===== src/rtl/if_stage_pkg.sv =====
// Shared fetch-path definitions: datapath width, NOP encoding, PC step, fetch FSM states.
// Latency: n/a (constants and types only).
// Backpressure: n/a.
package if_stage_pkg;

    localparam int WORD_LEN = 32;
    localparam int CNT_LEN  = 32;
    localparam int PC_STEP  = 4;

    // An all-zero word decodes as SLL $0,$0,0, which is the canonical MIPS NOP.
    localparam logic [WORD_LEN-1:0] NOP_INSTR = '0;

    // BOOT is a one-edge settling state after reset; RUN is permanent until reset.
    typedef enum logic {
        FETCH_BOOT = 1'b0,
        FETCH_RUN  = 1'b1
    } fetch_state_t;

endpackage


===== src/rtl/if_stage_if.sv =====
// Fetch-stage bus bundle: hazard/redirect controls, instruction memory port, IF/ID outputs, counters.
// Latency: n/a (wiring only).
// Backpressure: freeze is the only stall; there is no ready signal on the memory side.
interface if_stage_if #(
    parameter int WORD_LEN = if_stage_pkg::WORD_LEN,
    parameter int CNT_LEN  = if_stage_pkg::CNT_LEN
);
    logic                freeze;
    logic                branch_taken;
    logic [WORD_LEN-1:0] branch_addr;
    logic [WORD_LEN-1:0] imem_addr;
    logic [WORD_LEN-1:0] imem_instr;
    logic [WORD_LEN-1:0] if_id_pc;
    logic [WORD_LEN-1:0] if_id_instr;
    logic                if_id_valid;
    logic [CNT_LEN-1:0]  fetch_count;
    logic [CNT_LEN-1:0]  stall_count;

    // Fetch-stage side.
    modport master (
        input  freeze, branch_taken, branch_addr, imem_instr,
        output imem_addr, if_id_pc, if_id_instr, if_id_valid, fetch_count, stall_count
    );

    // Surrounding pipeline / memory side.
    modport slave (
        output freeze, branch_taken, branch_addr, imem_instr,
        input  imem_addr, if_id_pc, if_id_instr, if_id_valid, fetch_count, stall_count
    );
endinterface


===== src/rtl/if_stage_if_id_reg.sv =====
// IF/ID pipeline register with stall (hold) and squash (flush) controls; flush wins over hold.
// Latency: 1 cycle from d_* to q_*.
// Backpressure: hold freezes contents; flush inserts a bubble (pc=0, NOP, valid=0).
module if_id_reg #(
    parameter int W = if_stage_pkg::WORD_LEN
) (
    input  logic         clk,
    input  logic         rst,
    input  logic         hold,
    input  logic         flush,
    input  logic [W-1:0] d_pc,
    input  logic [W-1:0] d_instr,
    output logic [W-1:0] q_pc,
    output logic [W-1:0] q_instr,
    output logic         q_valid
);
    import if_stage_pkg::*;

    // Capture, hold or squash the fetched word; a squash must beat a stall so redirects are never lost.
    always_ff @(posedge clk or negedge rst) begin
        if (!rst) begin
            q_pc    <= '0;
            q_instr <= W'(NOP_INSTR);
            q_valid <= 1'b0;
        end else if (flush) begin
            q_pc    <= '0;
            q_instr <= W'(NOP_INSTR);
            q_valid <= 1'b0;
        end else if (!hold) begin
            q_pc    <= d_pc;
            q_instr <= d_instr;
            q_valid <= 1'b1;
        end
    end

endmodule


===== src/rtl/if_stage.sv =====
// MIPS instruction-fetch stage: PC register, BOOT/RUN sequencing, IF/ID register, fetch/stall counters.
// Latency: 1 cycle from imem_addr to if_id_instr; imem_addr is the registered PC.
// Backpressure: freeze holds PC and IF/ID; branch_taken overrides freeze and flushes IF/ID.
module if_stage #(
    parameter int                  WORD_LEN = if_stage_pkg::WORD_LEN,
    parameter logic [WORD_LEN-1:0] RESET_PC = '0,
    parameter int                  CNT_LEN  = if_stage_pkg::CNT_LEN
) (
    input  logic      clk,
    input  logic      rst,
    if_stage_if.master bus
);
    import if_stage_pkg::*;

    fetch_state_t        state_q;
    fetch_state_t        state_d;
    logic [WORD_LEN-1:0] pc_q;
    logic [WORD_LEN-1:0] pc_d;
    logic [WORD_LEN-1:0] pc_plus4;
    logic [WORD_LEN-1:0] redirect_pc;
    logic                ifid_hold;
    logic                ifid_flush;
    logic                fetch_inc;
    logic                stall_inc;
    logic [CNT_LEN-1:0]  fetch_cnt_q;
    logic [CNT_LEN-1:0]  stall_cnt_q;

    // PC+4 wraps naturally at the word width; redirect targets drop their low two bits.
    assign pc_plus4    = pc_q + WORD_LEN'(PC_STEP);
    assign redirect_pc = {bus.branch_addr[WORD_LEN-1:2], 2'b00};

    // State register: every reset re-enters BOOT.
    always_ff @(posedge clk or negedge rst) begin
        if (!rst) begin
            state_q <= FETCH_BOOT;
        end else begin
            state_q <= state_d;
        end
    end

    // Next state: BOOT lasts one edge, RUN is sticky.
    always_comb begin
        state_d = state_q;
        case (state_q)
            FETCH_BOOT: state_d = FETCH_RUN;
            FETCH_RUN:  state_d = FETCH_RUN;
            default:    state_d = FETCH_BOOT;
        endcase
    end

    // Per-edge actions; in RUN a redirect beats a freeze, which beats a normal fetch.
    always_comb begin
        pc_d       = pc_q;
        ifid_hold  = 1'b0;
        ifid_flush = 1'b0;
        fetch_inc  = 1'b0;
        stall_inc  = 1'b0;
        case (state_q)
            FETCH_BOOT: begin
                ifid_flush = 1'b1;
            end
            FETCH_RUN: begin
                if (bus.branch_taken) begin
                    pc_d       = redirect_pc;
                    ifid_flush = 1'b1;
                end else if (bus.freeze) begin
                    ifid_hold = 1'b1;
                    stall_inc = 1'b1;
                end else begin
                    pc_d      = pc_plus4;
                    fetch_inc = 1'b1;
                end
            end
            default: begin
                ifid_flush = 1'b1;
            end
        endcase
    end

    // Program counter.
    always_ff @(posedge clk or negedge rst) begin
        if (!rst) begin
            pc_q <= RESET_PC;
        end else begin
            pc_q <= pc_d;
        end
    end

    // Saturating performance counters: they stick at all-ones rather than wrapping.
    always_ff @(posedge clk or negedge rst) begin
        if (!rst) begin
            fetch_cnt_q <= '0;
            stall_cnt_q <= '0;
        end else begin
            if (fetch_inc && !(&fetch_cnt_q)) begin
                fetch_cnt_q <= fetch_cnt_q + CNT_LEN'(1);
            end
            if (stall_inc && !(&stall_cnt_q)) begin
                stall_cnt_q <= stall_cnt_q + CNT_LEN'(1);
            end
        end
    end

    if_id_reg #(
        .W (WORD_LEN)
    ) u_if_id_reg (
        .clk     (clk),
        .rst     (rst),
        .hold    (ifid_hold),
        .flush   (ifid_flush),
        .d_pc    (pc_plus4),
        .d_instr (bus.imem_instr),
        .q_pc    (bus.if_id_pc),
        .q_instr (bus.if_id_instr),
        .q_valid (bus.if_id_valid)
    );

    assign bus.imem_addr   = pc_q;
    assign bus.fetch_count = fetch_cnt_q;
    assign bus.stall_count = stall_cnt_q;

endmodule


===== src/flat_wrapper.sv =====
// flat-port wrapper written by rule: the top's interface ports become plain ports
module if_stage_flat import if_stage_pkg::*;
#(
    parameter int                  WORD_LEN = if_stage_pkg::WORD_LEN,
    parameter logic [WORD_LEN-1:0] RESET_PC = '0,
    parameter int                  CNT_LEN  = if_stage_pkg::CNT_LEN
)
  (clk, rst, bus_freeze, bus_branch_taken, bus_branch_addr, bus_imem_instr, bus_imem_addr, bus_if_id_pc, bus_if_id_instr, bus_if_id_valid, bus_fetch_count, bus_stall_count);
  if_stage_if #(.WORD_LEN(WORD_LEN), .CNT_LEN(CNT_LEN)) bus_i ();
  input  logic clk;
  input  logic rst;
  input wire logic [$bits(bus_i.freeze)-1:0] bus_freeze;
  input wire logic [$bits(bus_i.branch_taken)-1:0] bus_branch_taken;
  input wire logic [$bits(bus_i.branch_addr)-1:0] bus_branch_addr;
  input wire logic [$bits(bus_i.imem_instr)-1:0] bus_imem_instr;
  output wire logic [$bits(bus_i.imem_addr)-1:0] bus_imem_addr;
  output wire logic [$bits(bus_i.if_id_pc)-1:0] bus_if_id_pc;
  output wire logic [$bits(bus_i.if_id_instr)-1:0] bus_if_id_instr;
  output wire logic [$bits(bus_i.if_id_valid)-1:0] bus_if_id_valid;
  output wire logic [$bits(bus_i.fetch_count)-1:0] bus_fetch_count;
  output wire logic [$bits(bus_i.stall_count)-1:0] bus_stall_count;
  assign bus_i.freeze = bus_freeze;
  assign bus_i.branch_taken = bus_branch_taken;
  assign bus_i.branch_addr = bus_branch_addr;
  assign bus_i.imem_instr = bus_imem_instr;
  assign bus_imem_addr = bus_i.imem_addr;
  assign bus_if_id_pc = bus_i.if_id_pc;
  assign bus_if_id_instr = bus_i.if_id_instr;
  assign bus_if_id_valid = bus_i.if_id_valid;
  assign bus_fetch_count = bus_i.fetch_count;
  assign bus_stall_count = bus_i.stall_count;
  if_stage #(.WORD_LEN(WORD_LEN), .RESET_PC(RESET_PC), .CNT_LEN(CNT_LEN)) u_core (.clk(clk), .rst(rst), .bus(bus_i));
endmodule

===== config.mk =====
export PLATFORM = sky130hd
export DESIGN_NAME = if_stage_flat
export DESIGN_NICKNAME = d
export VERILOG_FILES = /design/src/rtl/if_stage_pkg.sv /design/src/rtl/if_stage_if.sv /design/src/rtl/if_stage_if_id_reg.sv /design/src/rtl/if_stage.sv /design/src/flat_wrapper.sv
export SDC_FILE = /design/constraint.sdc
export NUM_CORES = 1
export LEC_CHECK = 0
export CORE_ASPECT_RATIO = 1.25
export CORE_UTILIZATION = 48
export DETAILED_ROUTE_END_ITERATION = 12
export GPL_TIMING_DRIVEN = 0
export PLACE_DENSITY = 0.81
export SYNTH_ARGS = -nofsm -noshare
export SYNTH_HDL_FRONTEND = slang
export SYNTH_HIERARCHICAL = 1
export SYNTH_SLANG_ARGS = --single-unit

===== constraint.sdc =====
create_clock -name clk -period 2.95 [get_ports clk]
set_clock_uncertainty 0.2 [all_clocks]
set_input_delay 0.4425 -clock clk [delete_from_list [all_inputs] [get_ports clk]]
set_output_delay 0.4425 -clock clk [all_outputs]
set_load 0.02 [all_outputs]

; Word-level counts from Yosys, hierarchy flattened
; Cells that the tools add are included.
[totals]
ff_bits = 162
latchBits = 0
mem_bits_rw = 0
mem_bits_ro = 0
input_bits = 68
output_inout_bits = 161
wordCells = 36
n_memories = 0
[op_classes]
add_sub_neg = 3
mul = 0
div = 0
order_cmp = 0
n_eq_ne = 2
shift = 0
mux = 16
bitwise = 1
n_reduce_logical = 7
[op_table]
columns = cell, count
row1 = 32-bit 2-to-1 mux, 6
row2 = 32-bit by 1-bit adder with 32-bit output (second input constant), 2
row3 = 32-bit AND reduction, 2
row4 = 32-bit by 3-bit adder with 32-bit output (second input constant), 1
row5 = 1-bit 2-to-1 mux, 9
row6 = 2-bit by 1-bit != test with 1-bit output (second input constant), 2
row7 = 1-bit logical AND, 2
row8 = 1-bit zero test, 2
row9 = 1-bit one-hot mux with 2 select lines, 1
row10 = 2-bit AND reduction, 1
row11 = 1-bit inverter, 1

; Longest topological paths before layout
[logic_depth]
ltp_word = 5
depth_mapped = 8
ltp_nobuf = 8

; Modules after synthesis
; Netlist, hierarchy kept.
[by_module_without_submodules]
columns = module, n_inst, cells_each, area_per_inst_um2, seq_area_each_um2
row1 = if_stage, 1, 576, 5343.9, 2377.3
row2 = if_id_reg, 1, 209, 2638.8, 1626.6

; Least setup slack after synthesis
; OpenSTA, ideal clock, no wires.
[synth_path]
kind = register -> register
startpoint = register u_core.stall_cnt_q[0], in the netlist u_core/bus.stall_count[0]
endpoint = register u_core.stall_cnt_q[1], in the netlist u_core/bus.stall_count[1]
setup_time_ns = 0.125
t_arrival_ns = 2.359
path_slack_ns = 0.266
path_stages_with_launch = 8
path_buffers = 1
synth_period_minus_slack_ns = 2.684
cell_sequence = dfrtp_1 -> ha_1 -> nand3_1 -> or4_4 -> or4_4 -> buf_6 -> and2_4 -> mux2_4
[synth_via]
elab_chain_cells = 3
[synth_rtl]
columns = item, line_no
row1 = "start, declared", if_stage.sv:26  ; logic [CNT_LEN-1:0] stall_cnt_q;
row2 = "start signal, assigned", if_stage.sv:99  ; stall_cnt_q <= stall_cnt_q + CNT_LEN'(1);
row3 = branches (longest 3 deep; another with 32-bit by 1-bit adder with 32-bit output), n/a
; Parallel ways; which one is timed is not known.
; A chain may end at the register's enable or synchronous reset.

; Final worst setup path
[layout_path]
startpoint = input bus_freeze
endpoint = register u_core.pc_q[7], in the netlist u_core/bus.imem_addr[7]
[layout_via]
elab_chain_cells = 2
[layout_rtl]
columns = item, line_no
row1 = "start, declared", flat_wrapper.sv:12  ; input wire logic [$bits(bus_i.freeze)-1:0] bus_freeze;
row2 = 2-bit by 1-bit != test with 1-bit output (no line), n/a
row3 = 2-bit AND reduction (no line), n/a
row4 = "end signal, assigned", if_stage.sv:85  ; pc_q <= pc_d;
row5 = "end, declared", if_stage.sv:17  ; logic [WORD_LEN-1:0] pc_q;
; Every way passes these cells.

==> results.rst <==
.. list-table::
   :header-rows: 1

   * - Metric
     - Value
   * - Number of sinks handled by clock tree synthesis
     - 160
   * - Post-layout worst setup margin
     - 0.196 ns
   * - Maximum resistive drop on vdd
     - slightly below 0.0006 V
   * - CTS clock-pin slew for the worst setup and hold paths
     - roughly 0.06 ns
   * - Post-synthesis sequential area ratio
     - 0.502
   * - Number of placement rows
     - 52
   * - Die boundary height
     - between 100 and 150 um
   * - Proportion of layout cells with a drive suffix above 1
     - 0.0536
   * - R2R cell count
     - 8
   * - Effective utilization at floorplan
     - 0.493
   * - Number of cells on the critical path
     - 6
   * - Final-stage net count
     - 1,104
   * - Mean instance size in the synthesized netlist
     - 10.2 um2
   * - Wire length of the first global-routing pass
     - approximately 36 mm
   * - Setup Viol. Count Final
     - 0
   * - Maximum clock frequency
     - between 300 and 400 MHz
   * - Post-synth cell types
     - 51
   * - Count of buffers inserted at the top-level ports
     - approximately 220
   * - Setup bufs post-CTS
     - 0
   * - Vias in the first global route
     - around 6,800
   * - Unrepaired setup endpoints after global routing
     - no
   * - Via total after detailed routing
     - slightly above 7,000
   * - Cell Area, Synth
     - roughly 0.0080 mm2
   * - Detailed placer's ending HPWL
     - 15.8 mm
   * - Standard cell area after detailed placement
     - 0.0105 mm2
   * - All-layer global routing usage
     - 0.265
   * - CP max FO
     - 10
   * - Number of CTS-inserted buffers
     - 17
   * - Type of element launching the critical path
     - primary input
   * - Multi-input gate area in the final layout
     - roughly 0.0037 mm2
   * - Final critical-path share of the clock period
     - 0.933
   * - Pin count of the biggest net entering global routing
     - 100
   * - Cell count after synthesis
     - roughly 790
   * - Sort of element at the end of the critical path
     - flip-flop
   * - Worst hold path type
     - reg2reg
   * - Vias/cell
     - between 5 and 6
   * - Antenna violations before repair
     - 1
   * - Filler Cells Inserted
     - ~1,300
   * - Crit Path Category
     - in2reg
   * - DRC violation count after routing
     - 0
   * - Area of the core
     - 0.0162 mm2
   * - Wire length per cell
     - approximately 18 um
   * - Detailed router's first-iteration violation count
     - just under 500
   * - Insertion delay of the later-clocked pin in the worst-skew pair
     - between 0.4 and 0.5 ns
   * - Wirelength, routed
     - 22.4 mm
   * - Die outline area
     - 0.0172 mm2
   * - Area growth from synthesis to layout
     - 40.6%
   * - Final hold slack
     - ~0.3 ns
   * - Hold Path Cell Cnt
     - 1
   * - Final Power
     - between 6 and 7 mW
   * - Count of antenna-violating nets left after detailed routing
     - 0
   * - Weighted congestion reported at the end of routability-driven placement
     - between 0.8 and 0.9
   * - Delay of the slowest cell on the worst path
     - 0.59 ns
   * - Die Width
     - ~120 um
   * - H-tree levels
     - 4
   * - Sequential cell area
     - roughly 0.004 mm2
   * - Number of pins exceeding their max-slew limit in the final report
     - 0
   * - CP cell instances
     - clkdlybuf4s50_1 > inv_1 > o21ai_0 > clkbuf_1 > clkbuf_1 > o21ai_0
   * - Maximum buffer depth of the clock tree
     - 2
   * - Post-layout instance area
     - between 0.01 and 0.015 mm2
   * - Worst slack at placement
     - -0.429 ns
   * - Count of endpoints failing hold in the final timing report
     - 0
   * - Worst slew margin relative to its limit
     - 0.496
   * - Global route overflow
     - 0
   * - Status
     - complete, no violations
   * - Arrival time at the worst endpoint
     - ~2.8 ns
   * - Number of maximum-capacitance violations
     - 0
   * - Number of I/O pins
     - between 200 and 250
   * - Ratio of total power to cell area
     - 577 mW/mm2
   * - Min cycle time layout
     - about 2.8 ns
   * - Critical path required time
     - 3.02 ns
   * - CP bufs+invs
     - 4
   * - Finished Core Util
     - 0.693
   * - Leakage power figure
     - ~4.6 nW
   * - Total of flip-flops plus latches after synthesis
     - 160
   * - Iteration count of the initial detailed-routing pass
     - 5
   * - Kind of cell adding the most delay to the critical path
     - buffers and inverters
   * - Ys Warns
     - 6
   * - Clock tree from TritonCTS
     - built
   * - Pin slew with the least headroom to its limit
     - approximately 0.75 ns
   * - Root cell of the clock tree
     - sky130_fd_sc_hd__clkbuf_16
   * - Master of the slowest instance on the critical path
     - sky130_fd_sc_hd__o21ai_0
-- final timing paths --
check,start,to,slack [ns]
max,bus_freeze,u_core/bus.imem_addr[7],0.20
min,u_core/bus.stall_count[13],u_core/bus.stall_count[13],0.30
max reg2reg,u_core/bus.imem_addr[5],u_core/u_if_id_reg/q_pc[23],0.20
min reg2reg,u_core/bus.stall_count[13],u_core/bus.stall_count[13],0.30
max in group asynchronous,rst,u_core/bus.stall_count[8],1.37
min in group asynchronous,rst,u_core/u_if_id_reg/q_pc[13],0.34
-- layout make-up --
class | instances | share of cell area
flip-flops and latches | 160 | 0.357
multi-input cells | 570 | 0.329
repair buffers | 226 | 0.204
clock buffers | 18 | 0.0382
well taps | 216 | 0.0241
plain buffers | 43 | 0.0222
clock inverters | 13 | 0.0209
inverters | 15 | 0.00502
diodes | 1 | 0.000223
-- worst register-to-register path: stages, from the launching register on --
cell and delay [ns]:
sky130_fd_sc_hd__dfrtp_1 0.37, sky130_fd_sc_hd__clkbuf_1 0.27, sky130_fd_sc_hd__nand4_1 0.30, sky130_fd_sc_hd__nor2_1 0.39, sky130_fd_sc_hd__clkbuf_1 0.44, sky130_fd_sc_hd__nand3_1 0.27, sky130_fd_sc_hd__xnor2_1 0.20, sky130_fd_sc_hd__mux2i_1 0.13
sky130_fd_sc_hd__nor2_1 0.05
-- metrics by stage --
stage / setup TNS, ns / std cells
after floorplan: 0 / 788
after global placement: -855.12 / 1228
after detailed placement: -5.58 / 1229
after CTS: 0 / 1261
after global routing: 0 / 1262
final: 0 / 1262
-- sequential cells by signal, summed over array words and instances (netlist names) --
| register | count |
|---|---|
| u_core/u_if_id_reg/q_pc | 32 |
| u_core/u_if_id_reg/q_instr | 32 |
| u_core/u_if_id_reg/q_valid | 1 |
| u_core/bus.imem_addr | 30 |
| u_core/bus.stall_count | 32 |
| u_core/bus.fetch_count | 32 |
| u_core/state_q | 1 |
-- synthesized netlist by cell type, drive strengths merged --
| library cell | count | area share |
|---|---|---|
| nor4 | 10 | 0.0078 |
| ha | 3 | 0.0047 |
| conb | 2 | 0.00094 |
| or4 | 6 | 0.0071 |
| a32oi | 1 | 0.0011 |
| a31oi | 4 | 0.0031 |
| and4 | 6 | 0.0066 |
| nand3b | 1 | 0.00094 |
| o2111ai | 1 | 0.0011 |
| nand2 | 38 | 0.018 |
| mux2 | 2 | 0.0033 |
| xnor2 | 67 | 0.074 |
| nor2 | 95 | 0.045 |
| and3 | 30 | 0.024 |
| nand4b | 2 | 0.0022 |
| mux2i | 68 | 0.085 |
| a21o | 1 | 0.00094 |
| o2bb2ai | 2 | 0.0022 |
| a22o | 1 | 0.0011 |
| o21a | 1 | 0.00094 |
| a2bb2oi | 6 | 0.0066 |
| o21ai | 22 | 0.014 |
| xor2 | 19 | 0.021 |
| or3 | 9 | 0.0071 |
| or2 | 1 | 0.00078 |
| nor3 | 19 | 0.013 |
| nor4bb | 1 | 0.0013 |
| buf | 15 | 0.018 |
| and2 | 5 | 0.0042 |
| a22oi | 4 | 0.0038 |
| nand3 | 52 | 0.033 |
| a21boi | 2 | 0.0019 |
| o22ai | 4 | 0.0031 |
| inv | 15 | 0.0071 |
| nand4 | 48 | 0.038 |
| a21oi | 24 | 0.015 |
| clkbuf | 28 | 0.013 |
| dfrtp | 160 | 0.50 |
| o211ai | 8 | 0.0075 |
| o31ai | 1 | 0.00094 |
| o31a | 1 | 0.0011 |
-- cell usage in the layout (no fill, tap or decap), types with 2 or more instances in the layout --
cell                              instances
sky130_fd_sc_hd__a2bb2oi_1                6
sky130_fd_sc_hd__a21boi_1                 2
sky130_fd_sc_hd__or4_1                    3
sky130_fd_sc_hd__o21ai_0                 22
sky130_fd_sc_hd__xnor2_1                 67
sky130_fd_sc_hd__buf_4                    3
sky130_fd_sc_hd__clkbuf_16               17
sky130_fd_sc_hd__inv_6                    3
sky130_fd_sc_hd__a31oi_1                  4
sky130_fd_sc_hd__a21oi_1                 24
sky130_fd_sc_hd__inv_1                   15
sky130_fd_sc_hd__buf_6                    2
sky130_fd_sc_hd__or3_1                    9
sky130_fd_sc_hd__and4_1                   6
sky130_fd_sc_hd__clkdlybuf4s50_1        223
sky130_fd_sc_hd__ha_1                     3
sky130_fd_sc_hd__nor2_1                  95
sky130_fd_sc_hd__nand4b_1                 2
sky130_fd_sc_hd__and2_1                   4
sky130_fd_sc_hd__clkinvlp_4               3
sky130_fd_sc_hd__nor3_1                  18
sky130_fd_sc_hd__mux2i_1                 68
sky130_fd_sc_hd__o22ai_1                  4
sky130_fd_sc_hd__dfrtp_1                160
sky130_fd_sc_hd__conb_1                   5
sky130_fd_sc_hd__buf_2                    4
sky130_fd_sc_hd__or4_4                    3
sky130_fd_sc_hd__clkbuf_1                29
sky130_fd_sc_hd__nand3_1                 51
sky130_fd_sc_hd__a22oi_1                  4
sky130_fd_sc_hd__buf_8                    6
sky130_fd_sc_hd__o2bb2ai_1                2
sky130_fd_sc_hd__nand4_1                 48
sky130_fd_sc_hd__and3_1                  30
sky130_fd_sc_hd__nor4_1                   9
sky130_fd_sc_hd__o211ai_1                 8
sky130_fd_sc_hd__bufinv_16                6
sky130_fd_sc_hd__xor2_1                  19
sky130_fd_sc_hd__nand2_1                 38
-- power breakdown --
| part | switching, mW | internal, mW | leakage (nW) |
|---|---|---|---|
| Combinational | 0.703 | 0.660 | 2.19 |
| Sequential | 0.241 | 2.38 | 2.10 |
| Clock | 0.902 | 1.59 | 0.313 |
-- timing repair --
item,CTS,global route
hold buffers,1,0
gates resized for setup,0,2
hold endpoints to repair,61,0
endpoints found under the setup margin,0,7
-- layer usage --
| layer | share of wire | GRT usage | wire length, um | vias to the layer above |
|---|---|---|---|---|
| met4 | 0.031 | 0.117 | 694 | 0 |
| li1 | - | - | - | 3299 |
| met3 | 0.062 | 0.0488 | 1390 | 53 |
| met1 | 0.42 | 0.342 | 9360 | 3380 |
| met5 | 0 | 0 | 0 | - |
| met2 | 0.49 | 0.434 | 10900 | 318 |
-- cell families (layout without fill, tap and decap cells) --
| family | after synthesis | after routing | share of synthesized area |
|---|---|---|---|
| AOI/OAI and AO/OA | 83 | 83 | 0.0643 |
| DFF | 160 | 160 | 0.502 |
| other | 2 | 6 | 0.000941 |
| xor gates and xnor gates | 86 | 86 | 0.0944 |
| buffers and inverters | 58 | 315 | 0.0382 |
| and+or+nand+nor | 323 | 323 | 0.207 |
| muxes | 70 | 70 | 0.0886 |
| adders and majority gates | 3 | 3 | 0.00470 |
(Power assumes the default switching activity.)
